**config.mk**
```make
export PLATFORM = sky130hd
export DESIGN_NAME = normalizer_flat
export DESIGN_NICKNAME = d
export VERILOG_FILES = /design/src/rtl/normalizer_if.sv /design/src/rtl/normalizer.sv /design/src/flat_wrapper.sv
export SDC_FILE = /design/constraint.sdc
export NUM_CORES = 1
export LEC_CHECK = 0
export ABC_AREA = 1
export BUFFER_PORTS_ARGS = -buffer_cell sky130_fd_sc_hd__buf_2
export CORE_AREA = 2 2 129 131
export DETAILED_ROUTE_END_ITERATION = 10
export DIE_AREA = 0 0 131 133
export PLACE_DENSITY = 0.66
export SLEW_MARGIN = 20
export SYNTH_ARGS = -nofsm -noshare
export SYNTH_HDL_FRONTEND = slang
export SYNTH_SLANG_ARGS = --single-unit
```
**constraint.sdc**
```tcl
create_clock -name clk -period 3.5 [get_ports clk]
set_input_delay 0.875 -clock clk [delete_from_list [all_inputs] [get_ports clk]]
set_output_delay 0.875 -clock clk [all_outputs]
set_load 0.01 [all_outputs]
```
**src/rtl/normalizer_if.sv**
```systemverilog
// Operand/result bundle for the normalizer: the start request with its operand,
// and the result, status and completion strobe returned by the block.
interface normalizer_if;
    logic        start;
    logic [31:0] A;
    logic        ctl0;
    logic [31:0] out;
    logic [4:0]  count;
    logic        zero;
    logic        busy;
    logic        done;

    modport master (
        output start, A, ctl0,
        input  out, count, zero, busy, done
    );

    modport slave (
        input  start, A, ctl0,
        output out, count, zero, busy, done
    );
endinterface

```
**src/rtl/normalizer.sv**
```systemverilog
// Multi-cycle left normalizer: a 5-step binary search (16,8,4,2,1) for leading zeros
// (ctl0=1) or redundant sign bits (ctl0=0). NORMALIZER_EARLY_DONE_EN skips the search
// for operands that are already normalized.
module normalizer (
    input  logic       clk,
    input  logic       reset,
    normalizer_if.slave bus
);

    typedef enum logic [1:0] {StIdle, StRun, StDone} state_e;

    state_e      state_q, state_d;
    logic [31:0] work_q, work_d;
    logic [4:0]  cnt_q, cnt_d;
    logic        mode_q, mode_d;
    logic [2:0]  step_q, step_d;
    logic        zflag_q, zflag_d;
    logic [31:0] out_q, out_d;
    logic [4:0]  count_q, count_d;
    logic        zero_q, zero_d;

    logic        accept;
    logic        early;
    logic        last_step;
    logic        take;
    logic [5:0]  w;
    logic [31:0] mask_l, mask_a, top_a;
    logic [31:0] work_step;
    logic [4:0]  cnt_step;

    assign accept    = bus.start && (state_q != StRun);
    assign last_step = (step_q == 3'd4);

`ifdef NORMALIZER_EARLY_DONE_EN
    assign early = bus.ctl0 ? bus.A[31] : (bus.A[31] ^ bus.A[30]);
`else
    assign early = 1'b0;
`endif

    // Arithmetic mode needs w+1 equal top bits so the sign survives the shift.
    assign w      = 6'd16 >> step_q;
    assign mask_l = ~(32'hFFFF_FFFF >> w);
    assign mask_a = ~(32'hFFFF_FFFF >> (w + 6'd1));
    assign top_a  = work_q & mask_a;
    assign take   = mode_q ? ((work_q & mask_l) == 32'd0)
                           : ((top_a == 32'd0) || (top_a == mask_a));

    assign work_step = take ? (work_q << w) : work_q;
    assign cnt_step  = take ? (cnt_q + w[4:0]) : cnt_q;

    always_ff @(posedge clk) begin
        if (reset) state_q <= StIdle;
        else       state_q <= state_d;
    end

    always_comb begin
        state_d = state_q;
        unique case (state_q)
            StIdle,
            StDone:  state_d = accept ? (early ? StDone : StRun) : StIdle;
            StRun:   if (last_step) state_d = StDone;
            default: state_d = StIdle;
        endcase
    end

    always_comb begin
        bus.busy  = (state_q == StRun);
        bus.done  = (state_q == StDone);
        bus.out   = out_q;
        bus.count = count_q;
        bus.zero  = zero_q;
    end

    always_comb begin
        work_d  = work_q;
        cnt_d   = cnt_q;
        mode_d  = mode_q;
        step_d  = step_q;
        zflag_d = zflag_q;
        out_d   = out_q;
        count_d = count_q;
        zero_d  = zero_q;
        if (accept) begin
            work_d  = bus.A;
            cnt_d   = 5'd0;
            mode_d  = bus.ctl0;
            step_d  = 3'd0;
            zflag_d = (bus.A == 32'd0) || (!bus.ctl0 && (bus.A == 32'hFFFF_FFFF));
            if (early) begin
                out_d   = bus.A;
                count_d = 5'd0;
                zero_d  = 1'b0;
            end
        end else if (state_q == StRun) begin
            work_d = work_step;
            cnt_d  = cnt_step;
            step_d = step_q + 3'd1;
            // Results only become visible on entry to DONE and then hold.
            if (last_step) begin
                out_d   = work_step;
                count_d = cnt_step;
                zero_d  = zflag_q;
            end
        end
    end

    always_ff @(posedge clk) begin
        if (reset) begin
            work_q  <= 32'd0;
            cnt_q   <= 5'd0;
            mode_q  <= 1'b0;
            step_q  <= 3'd0;
            zflag_q <= 1'b0;
            out_q   <= 32'd0;
            count_q <= 5'd0;
            zero_q  <= 1'b0;
        end else begin
            work_q  <= work_d;
            cnt_q   <= cnt_d;
            mode_q  <= mode_d;
            step_q  <= step_d;
            zflag_q <= zflag_d;
            out_q   <= out_d;
            count_q <= count_d;
            zero_q  <= zero_d;
        end
    end

endmodule

```
**src/flat_wrapper.sv**
```systemverilog
// flat-port wrapper written by rule: the top's interface ports become plain ports
module normalizer_flat 
  (clk, reset, bus_start, bus_A, bus_ctl0, bus_out, bus_count, bus_zero, bus_busy, bus_done);
  normalizer_if bus_i ();
  input  logic clk;
  input  logic reset;
  input wire logic [$bits(bus_i.start)-1:0] bus_start;
  input wire logic [$bits(bus_i.A)-1:0] bus_A;
  input wire logic [$bits(bus_i.ctl0)-1:0] bus_ctl0;
  output wire logic [$bits(bus_i.out)-1:0] bus_out;
  output wire logic [$bits(bus_i.count)-1:0] bus_count;
  output wire logic [$bits(bus_i.zero)-1:0] bus_zero;
  output wire logic [$bits(bus_i.busy)-1:0] bus_busy;
  output wire logic [$bits(bus_i.done)-1:0] bus_done;
  assign bus_i.start = bus_start;
  assign bus_i.A = bus_A;
  assign bus_i.ctl0 = bus_ctl0;
  assign bus_out = bus_i.out;
  assign bus_count = bus_i.count;
  assign bus_zero = bus_i.zero;
  assign bus_busy = bus_i.busy;
  assign bus_done = bus_i.done;
  normalizer u_core (.clk(clk), .reset(reset), .bus(bus_i));
endmodule
```
==> impl_metrics.tcl <==
set metrics [dict create \
    place_ws_ns 0.1323 \
    ys_seq_elements 82 \
    power.density_mw_per_mm2 357.1 \
    path_max_fanout 20 \
    synth_cells 1331 \
    min_path_type "flip-flop to flip-flop" \
    grt_antenna_before_repair 0 \
    post_cts_buffers 0 \
    clk_pin_slew_ns 0.07 \
    boundaryPins 76 \
    end_kind "flip-flop" \
    die_w_um 131 \
    viasPerCell 5.622 \
    synth_fp_nets 1384 \
    timing.final.crit_share_pct 92.12 \
    layout-area-overhead-vs-synth_pct 10.70 \
    dieArea_mm2 0.01742 \
    die_h_um 133 \
    cts_resized 0 \
    grt_setup_unrepaired "false" \
    critical_path_class "flip-flop to flip-flop" \
    route.vias.total 8962 \
    clockBufferDepth 2 \
    fin_ws_ns 0.2759 \
    nFillCells 1701 \
    ys_types 45 \
    fin_util_pct 51.85 \
    period_minus_slack_ns 3.224 \
    clkSinkCount 82 \
    cts-root-buf "clkbuf_16" \
    p_sw_mw 1.159 \
    finalSetupTns_ns 0 \
    wl_per_cell_um 17.92 \
    clock_power_share_pct 34.2 \
    dp_hpwl_mm 21.31 \
    start_util_pct 46.84 \
    max_clock_freq_ghz 0.3102 \
    synthArstFlopShare_pct 0 \
    hold-path-cell-count 2 \
    cts_tree "built" \
    gp_congestion 1.047 \
    routed_wl_mm 28.57 \
    netlist_area_mm2 0.007575 \
    holdBufCountCts 0 \
    crit_path_start_kind "flip-flop" \
    rows 47 \
    swShare_pct 38.69 \
    synth_edf_count 0 \
    drive_gt1_share_pct 13.54 \
    grt.busiest_layer "met1" \
    reg2reg_depth 22 \
    grt_use_total_pct 33.46 \
    ant_nets 0 \
    route.detailed.drc 0 \
    maxSlewHeadroom_pct 31.18 \
    yosysWarnings 0 \
    io_buffers 75 \
    cts_inserted_buffers 9 \
    synth_seq_area_share_pct 21.67 \
    whs_ns 0.4685 \
    maxSlewViolCount 0 \
    fin_skew_ns 0.007740 \
    crit_start "u_core.step_q[0]" \
    grt_pass1_wl_mm 44.88 \
    total_leakage_power_nw 4.234 \
    r2r_end "u_core.work_q[28]" \
    diodes 0 \
    grt_util_met2_pct 45.77 \
    grt_max_degree 63 \
    htree_levels 3 \
    maxCapViolCount 0 \
    vdd_drop_max_mv 0.2821 \
    rrSetupSlack_ns 0.28 \
    p_int_mw 1.836 \
    run_status "finished, final reports clean" \
    gr-usage-met1_pct 48.87 \
    r2r-start "u_core.step_q[0]" \
    seq_power_share_pct 34.8 \
    hold_viol_final 0 \
    worstPathRequired_ns 3.79 \
    critPathCapture "u_core.work_q[28]" \
    crit_arrival_ns 3.51 \
    design.core.area_mm2 0.01617 \
    ys.flop_type "dfxtp_1" \
    grt_use_met3_pct 6.672 \
    synth_area_per_cell_um2 5.691 \
    setup_viol 0 \
    tightest_slew_ns 1.030 \
    firstDrtPassIters 6 \
    drt_iter0_drc 1171 \
    clkLatencyLatePin_ns 0.36 \
    grt-ovfl-total 0 \
    combPwrFrac_pct 31.0 \
    nets 1422 \
    hp-start "u_core.zflag_q" \
    grt_pass1_vias 8223 \
]
[cell usage after synthesis, types with 3 or more instances]
master    count  area share (%)
nand2_1     469              23
nand3_1     156              10
inv_1       147             7.3
nor2_1      140             6.9
dfxtp_1      82              22
o21ai_0      76             5.0
a21oi_1      43             2.8
clkbuf_1     31             1.5
nand3_2      28             3.7
nand4_1      20             1.7
ha_1         16             2.6
o211ai_1     16             1.6
buf_2        15            0.99
buf_6        11             1.6
buf_1        10            0.50
nor4_1       10            0.83
o21ai_1       6            0.40
o221a_2       6            0.89
nand2_2       5            0.41
buf_4         4            0.40
a31oi_1       3            0.25
buf_12        3            0.79
inv_2         3            0.15
nand2_8       3            0.79
nor2_4        3            0.45
[registers in the layout, indices dropped and copies added (netlist names)]
name and count:
u_core.bus.zero 1, u_core.cnt_q 5, u_core.work_q 32, u_core.state_q 2, u_core.bus.count 5, u_core.bus.out 32, u_core.step_q 3, u_core.mode_q 1
u_core.zflag_q 1
[per-layer routing]
layer  share of wire (%)  vias to the layer above
met5                   0                        -
met4                 5.4                        0
met3                  10                       92
met2                  40                      516
met1                  44                     4020
li1                    -                     4334
[cell families (layout without fill, tap and decap cells)]
logic type      Yosys count  in the layout  share of synthesized area, %
fa+ha+maj                17             17                         2.907
flops                    82             82                         21.67
buf+inv                 226            269                         13.63
xor+xnor                  4              4                        0.4626
simple gates            841            841                         49.06
compound gates          161            161                         12.27
[layout make-up]
| type | instances | area [um^2] | area share, % |
|---|---|---|---|
| multi-input combinational | 1023 | 4960 | 59.15 |
| sequential | 82 | 1644 | 19.61 |
| timing repair buffer | 102 | 621.8 | 7.416 |
| inverter | 151 | 574.3 | 6.849 |
| tap | 220 | 275.3 | 3.283 |
| clock buffer | 10 | 239.0 | 2.850 |
| clock inverter | 6 | 71.32 | 0.8505 |
[power by group through the flow]
stage               clock [mW]  combinational, mW  sequential, mW
finish                    1.02              0.928            1.04
global placement             0              0.891            1.06
detailed placement           0              0.885            1.06
floorplan                    0              0.667            1.03
global route              1.07               1.03            1.04
CTS                       1.04              0.891            1.04
[cell usage in the layout, fill, tap and decap left out, types with 2 or more instances in the layout]
cell	n
a21oi_1	41
a21oi_2	2
a31oi_1	3
buf_12	2
buf_2	75
buf_4	21
buf_6	3
clkbuf_16	9
dfxtp_1	80
dfxtp_2	2
ha_1	13
ha_2	2
inv_1	146
inv_2	4
inv_6	2
inv_8	2
nand2_1	469
nand2_2	5
nand2_8	4
nand3_1	156
nand3_2	27
nand4_1	20
nor2_1	137
nor2_2	2
nor2_4	5
nor3_1	2
nor4_1	10
o211ai_1	16
o21ai_0	76
o21ai_1	6
o221a_2	6
o31ai_1	2
xnor2_1	2
xor2_1	2
[how the worst min path moves through the flow]
stage | to | slack (ns)
2_1_floorplan | u_core.bus.zero | 0.43
3_3_place_gp | u_core.bus.zero | 0.46
3_5_place_dp | u_core.bus.zero | 0.47
4_1_cts | u_core.bus.zero | 0.47
5_1_grt | u_core.bus.zero | 0.50
6_report | u_core.bus.zero | 0.47
[through the flow]
step / power, mW / std cells / instance area (um^2)
floorplan: 1.694 / 1331 / 7575
CTS: 2.963 / 1594 / 8320
finish: 2.995 / 1594 / 8386
detailed placement: 1.944 / 1578 / 8010
global route: 3.141 / 1594 / 8386
global placement: 1.950 / 1578 / 8010
[critical path: stages, from the launching register on]
cell     delay (ns)
dfxtp_2        0.34
inv_1          0.09
ha_1           0.18
nand2_2        0.11
inv_1          0.12
ha_2           0.21
inv_2          0.06
ha_4           0.29
inv_1          0.06
nor2_1         0.16
nand2_1        0.15
nand3_1        0.10
nand2_1        0.05
nor2_1         0.08
nand2_1        0.07
nor2_1         0.10
nand2_1        0.10
nand3_4        0.14
nand2_8        0.13
buf_6          0.18
nand2_1        0.07
nand3_1        0.15
a21oi_2        0.19
Note: power is estimated with default switching activity, not from simulation.
